==> config.mk <==
export PLATFORM = sky130hd
export DESIGN_NAME = servo_pwm_monitor
export DESIGN_NICKNAME = d
export VERILOG_FILES = /design/src/rtl/servo_pwm_monitor.sv
export SDC_FILE = /design/constraint.sdc
export NUM_CORES = 1
export LEC_CHECK = 0
export BUFFER_PORTS_ARGS = -buffer_cell sky130_fd_sc_hd__buf_2
export CAP_MARGIN = 20
export CORE_MARGIN = 3
export CORE_UTILIZATION = 30
export CTS_CLUSTER_DIAMETER = 40
export CTS_CLUSTER_SIZE = 40
export DETAILED_ROUTE_END_ITERATION = 16
export GPL_TIMING_DRIVEN = 1
export HOLD_SLACK_MARGIN = 0.02
export PLACE_DENSITY = 0.42
export SLEW_MARGIN = 20
export SYNTH_ARGS = -nofsm -noshare
export SYNTH_HDL_FRONTEND = slang
export SYNTH_SLANG_ARGS = --single-unit
export TNS_END_PERCENT = 5
==> constraint.sdc <==
create_clock -name clk -period 6.6 [get_ports clk]
set_input_delay 1.32 -clock clk [delete_from_list [all_inputs] [get_ports clk]]
set_output_delay 1.32 -clock clk [all_outputs]
set_load 0.1 [all_outputs]
==> src/rtl/servo_pwm_monitor.sv <==
// servo_pwm_monitor
//   Measures an asynchronous servo PWM line in ticks of CLK_DIV clocks.
//   Reports the last high time, the rising-to-rising period, a position code
//   derived from the high time, and range/timeout flags.
//
//   state | meaning
//   IDLE  | waiting for a rising edge; partial pulses are discarded
//   HIGH  | line high, counting width and period
//   LOW   | line low, counting period; next rise publishes
//
// Ports
//   clk          system clock
//   rst_n        asynchronous active-low reset
//   pwm_in       asynchronous servo PWM line
//   width        last measured high time, ticks
//   period       last measured period, ticks
//   pos          (width-MIN_PW)>>POS_SHIFT, 0 below MIN_PW, saturated to 255
//   valid        one-clock pulse when width/period/pos/err_range update
//   err_range    last width outside [MIN_PW, MAX_PW]
//   err_timeout  no complete pulse within MAX_PERIOD ticks, cleared by valid
module servo_pwm_monitor #(
   parameter int CLK_DIV     = 100,
   parameter int SYNC_STAGES = 2,
   parameter int MIN_PW      = 500,
   parameter int MAX_PW      = 2500,
   parameter int MAX_PERIOD  = 25000,
   parameter int POS_SHIFT   = 3
) (
   input  logic        clk,
   input  logic        rst_n,
   input  logic        pwm_in,
   output logic [11:0] width,
   output logic [14:0] period,
   output logic [7:0]  pos,
   output logic        valid,
   output logic        err_range,
   output logic        err_timeout
);

   localparam int PW = (CLK_DIV > 1) ? $clog2(CLK_DIV) : 1;
   localparam logic [PW-1:0] PRESC_LAST = PW'(CLK_DIV - 1);
   localparam logic [11:0]   MIN_W      = 12'(MIN_PW);
   localparam logic [11:0]   MAX_W      = 12'(MAX_PW);
   localparam logic [11:0]   W_SAT      = 12'hFFF;
   localparam logic [14:0]   PER_LAST   = 15'(MAX_PERIOD - 1);

   typedef enum logic [1:0] {
      IDLE = 2'd0,
      HIGH = 2'd1,
      LOW  = 2'd2
   } state_t;

   logic [SYNC_STAGES-1:0] sync_q;
   logic                   s_d;
   logic                   rise_q;
   logic                   fall_q;
   logic [PW-1:0]          presc;
   logic                   tick;

   state_t      state_q, state_d;
   logic [11:0] width_cnt, width_d;
   logic [14:0] per_cnt, per_d, per_tick;
   logic        publish;
   logic        timeout;
   logic [11:0] pos_diff;
   logic [7:0]  pos_calc;
   logic        range_bad;

   // Edges are registered so both edges see the same fixed pipeline delay.
   always_ff @(posedge clk or negedge rst_n) begin
      if (!rst_n) begin
         sync_q <= '0;
         s_d    <= 1'b0;
         rise_q <= 1'b0;
         fall_q <= 1'b0;
      end else begin
         sync_q <= {sync_q[SYNC_STAGES-2:0], pwm_in};
         s_d    <= sync_q[SYNC_STAGES-1];
         rise_q <= sync_q[SYNC_STAGES-1] & ~s_d;
         fall_q <= ~sync_q[SYNC_STAGES-1] & s_d;
      end
   end

   // Clearing on the rise aligns ticks to the period start, so counts are floors.
   assign tick = (presc == PRESC_LAST);

   always_ff @(posedge clk or negedge rst_n) begin
      if (!rst_n) begin
         presc <= '0;
      end else if (rise_q || tick) begin
         presc <= '0;
      end else begin
         presc <= presc + 1'b1;
      end
   end

   always_comb begin
      state_d  = state_q;
      width_d  = width_cnt;
      per_d    = per_cnt;
      publish  = 1'b0;
      // Includes a tick landing on the closing rise so period = floor(cycles/CLK_DIV).
      per_tick = per_cnt + {14'd0, tick};
      timeout  = tick && (per_cnt == PER_LAST);
      if (timeout) begin
         // A rise coinciding with the timeout starts a fresh measurement.
         width_d = '0;
         per_d   = '0;
         state_d = rise_q ? HIGH : IDLE;
      end else begin
         case (state_q)
            IDLE: begin
               if (rise_q) begin
                  state_d = HIGH;
                  width_d = '0;
                  per_d   = '0;
               end else begin
                  per_d = per_tick;
               end
            end
            HIGH: begin
               per_d = per_tick;
               if (tick && (width_cnt != W_SAT)) width_d = width_cnt + 12'd1;
               if (fall_q) state_d = LOW;
            end
            LOW: begin
               if (rise_q) begin
                  publish = 1'b1;
                  state_d = HIGH;
                  width_d = '0;
                  per_d   = '0;
               end else begin
                  per_d = per_tick;
               end
            end
            default: state_d = IDLE;
         endcase
      end
   end

   always_comb begin
      range_bad = (width_cnt < MIN_W) || (width_cnt > MAX_W);
      pos_diff  = (width_cnt - MIN_W) >> POS_SHIFT;
      if (width_cnt < MIN_W) begin
         pos_calc = 8'd0;
      end else if (pos_diff > 12'd255) begin
         pos_calc = 8'hFF;
      end else begin
         pos_calc = pos_diff[7:0];
      end
   end

   always_ff @(posedge clk or negedge rst_n) begin
      if (!rst_n) begin
         state_q     <= IDLE;
         width_cnt   <= '0;
         per_cnt     <= '0;
         width       <= '0;
         period      <= '0;
         pos         <= '0;
         valid       <= 1'b0;
         err_range   <= 1'b0;
         err_timeout <= 1'b0;
      end else begin
         state_q   <= state_d;
         width_cnt <= width_d;
         per_cnt   <= per_d;
         valid     <= publish;
         if (publish) begin
            width       <= width_cnt;
            period      <= per_tick;
            pos         <= pos_calc;
            err_range   <= range_bad;
            err_timeout <= 1'b0;
         end else if (timeout) begin
            err_timeout <= 1'b1;
         end
      end
   end

endmodule
==> flow_summary.ini <==
[status]
outcome = completed

[detailed_routing]
drc = 0
ant_nets = 0
drt-total-wl_um = 8690
vias = 2826
dr.pass1.iters = 4
vias_per_cell = 4.66
wl_per_cell_um = 14.3
drt_iter0_drc = 119

[power_and_ir_drop]
switching_share = 0.258
power_frac_clock = 0.460
pwr-share-comb = 0.079
p_leak_nw = 2.09
seq_power_share = 0.461
ir_worst_vdd_mv = 0.0910
p_switching_w = 0.000293
intPower_w = 0.000842
p_per_area_nw_per_um2 = 250

[sta]
skew_ns = 0.00866
max_slew_margin = 0.370
period_needed_ns = 3.33
timing.hold.ws_ns = 0.352
timing.fmax_ghz = 0.300
finalHoldViolCount = 0
slew_viol_final = 0
worst_pin_slew_ns = 0.944
fin_setup_tns_ns = 0
rsz0062_at_grt = false
fin_crit_sh = 0.505
final-setup-viol-count = 0

[setup_path]
cp.required_ns = 6.82
path_class = flip-flop to flip-flop
cp-start-kind = flip-flop
cp.arrival_ns = 3.56
worstPathMaxFanout = 29
setup.worst_path.end_class = flip-flop

[placed_design]
place_hpwl_um = 6060
portBuffers = 40
globalplace.congestion = 0.751

[grt]
grt-ovfl-total = 0
grt_max_degree = 80
grt_pass1_vias = 2790
antenna_found_initial = 0
track_usage = 0.131
grt_pass1_wl_um = 15000

[die]
coreArea_um2 = 12700
die_width_um = 120
start_util = 0.308
dieArea_um2 = 14500
rows = 41
die_h_um = 120
ios = 41

[min_path]
hp-class = flip-flop to flip-flop

[synthesis]
ys_ff_latch = 79
synth_cells = 401
syn_nets = 412
syn_area_um2 = 3920
yosysUniqueCellTypes = 46
syn_avg_cell_area_um2 = 9.78
yosysSeqAreaShare = 0.504
ys_warn_count = 0

[clocking]
root_buffer = clkbuf_16
tritoncts = yes
cts_sinks = 79
cts_setup_buffers = 0
clockBufferDepth = 2
cts.reportedPaths.clkPinSlew_ns = 0.06
cts_buffers = 9
clk_latency_ns = 0.34
cts_hold_buf = 0
ctsResizeCount = 0
h-tree-depth = 3

[layout]
areaGrowthSynthToFinish_pct = 15.8
final_cell_mix = dfrtp_1, nor2_1, nand2_1
drive_gt1_frac = 0.175
n_antenna_cell = 0
fin_nets = 440
mostFrequentLayoutCell = dfrtp_1

[run]
max_cap_viol_count = 0
kinds of logic after synthesis:
logic type               synth area share
adder cells (fa/ha/maj)            0.0255
AND/OR/NAND/NOR                     0.210
XOR/XNOR                           0.0982
buffers and inverters              0.0421
AO/OA/AOI/OAI                      0.0893
multiplexers                       0.0309
flip-flops                          0.504
metrics by stage:
stage           util  instances  cell area [um^2]  worst slack, ns  total power (W)
5_1_grt        0.357        606              4540             3.01          0.00119
3_5_place_dp   0.332        590              4220             3.21         0.000624
6_report       0.357        606              4540             3.27          0.00113
2_1_floorplan      -        401              3920             3.92         0.000597
3_3_place_gp   0.332        590              4220             3.22         0.000624
4_1_cts        0.357        606              4540             3.21          0.00116
worst max-delay path: stages (launching register included):
cell and delay (ns):
dfrtp_1 0.43, or4b_4 0.58, or4_4 0.55, o31ai_4 0.83
buf_4 0.44, mux2_2 0.37
routing by layer:
layer  up-vias  part of all wire  global-route usage  wire length (um)
met5         -                 0                   0                 0
met2        52              0.42               0.178              3650
li1       1418                 -                   -                 -
met1      1347              0.51               0.197              4450
met4         0             0.014              0.0425               125
met3         9             0.054              0.0416               466
power by group through the flow:
stage / registers [W] / logic [W] / clock network, W
2_1_floorplan: 0.000549 / 0.0000486 / 0
3_3_place_gp: 0.000531 / 0.0000922 / 0
3_5_place_dp: 0.000532 / 0.0000921 / 0
4_1_cts: 0.000523 / 0.0000924 / 0.000543
5_1_grt: 0.000527 / 0.000101 / 0.000563
6_report: 0.000523 / 0.0000902 / 0.000522
state kept, by name (all words and copies together), names as in the netlist:
signal	flops
per_cnt	15
err_timeout	1
sync_q	2
fall_q	1
s_d	1
state_q	2
rise_q	1
period	15
valid	1
err_range	1
pos	8
width_cnt	12
width	12
presc	7
path summary, 6_finish.rpt:
check                           cells past startpoint                 from  slack (ns)              endpoint
worst min register to register                      0  sync_q[0]$_DFF_PN0_        0.35   sync_q[1]$_DFF_PN0_
worst min-delay path                                0  sync_q[0]$_DFF_PN0_        0.35   sync_q[1]$_DFF_PN0_
max in group asynchronous                           1                rst_n        5.07      rise_q$_DFF_PN0_
min in group asynchronous                           1                rst_n        1.00  width[9]$_DFFE_PN0P_
worst max register to register                      5   presc[2]$_DFF_PN0_        3.27  width[8]$_DFFE_PN0P_
worst max-delay path                                5   presc[2]$_DFF_PN0_        3.27  width[8]$_DFFE_PN0P_
cells in the mapped netlist (all sizes together):
| cell type | count | share of area |
|---|---|---|
| a2bb2oi | 1 | 0.0022 |
| a31oi | 1 | 0.0016 |
| nor2 | 50 | 0.048 |
| xnor2 | 21 | 0.047 |
| nand3b | 1 | 0.0019 |
| o21bai | 1 | 0.0019 |
| dfrtp | 79 | 0.50 |
| a22o | 5 | 0.011 |
| o41ai | 3 | 0.0067 |
| and2 | 2 | 0.0032 |
| nor2b | 4 | 0.0064 |
| o21ai | 23 | 0.029 |
| o21a | 1 | 0.0019 |
| o211ai | 2 | 0.0038 |
| mux2i | 2 | 0.0051 |
| a2111oi | 1 | 0.0022 |
| nand4 | 8 | 0.013 |
| xor2 | 23 | 0.051 |
| ha | 8 | 0.026 |
| buf | 9 | 0.018 |
| nand4b | 2 | 0.0045 |
| clkbuf | 15 | 0.014 |
| a22oi | 1 | 0.0019 |
| and3b | 1 | 0.0022 |
| or4 | 1 | 0.0029 |
| a211oi | 3 | 0.0057 |
| nor4b | 1 | 0.0022 |
| a21o | 2 | 0.0038 |
| and3 | 3 | 0.0048 |
| nand2 | 48 | 0.046 |
| inv | 10 | 0.0096 |
| nand3 | 21 | 0.027 |
| o31ai | 3 | 0.0092 |
| or2 | 6 | 0.0096 |
| nand2b | 1 | 0.0016 |
| a21oi | 6 | 0.0077 |
| or3 | 3 | 0.0048 |
| nor3 | 15 | 0.019 |
| or4b | 1 | 0.0035 |
| mux2 | 9 | 0.026 |
| nor4 | 4 | 0.010 |
cell type report:
| class | instances | area [um^2] |
|---|---|---|
| fillers | 1344 | 8180 |
| clock inverters | 5 | 65.1 |
| well taps | 172 | 215 |
| clock buffers | 11 | 253 |
| flip-flops and latches | 79 | 1980 |
| repair buffers | 41 | 214 |
| multi-input cells | 288 | 1780 |
| inverters | 10 | 37.5 |
No activity file was read; power rests on OpenSTA's default activity.
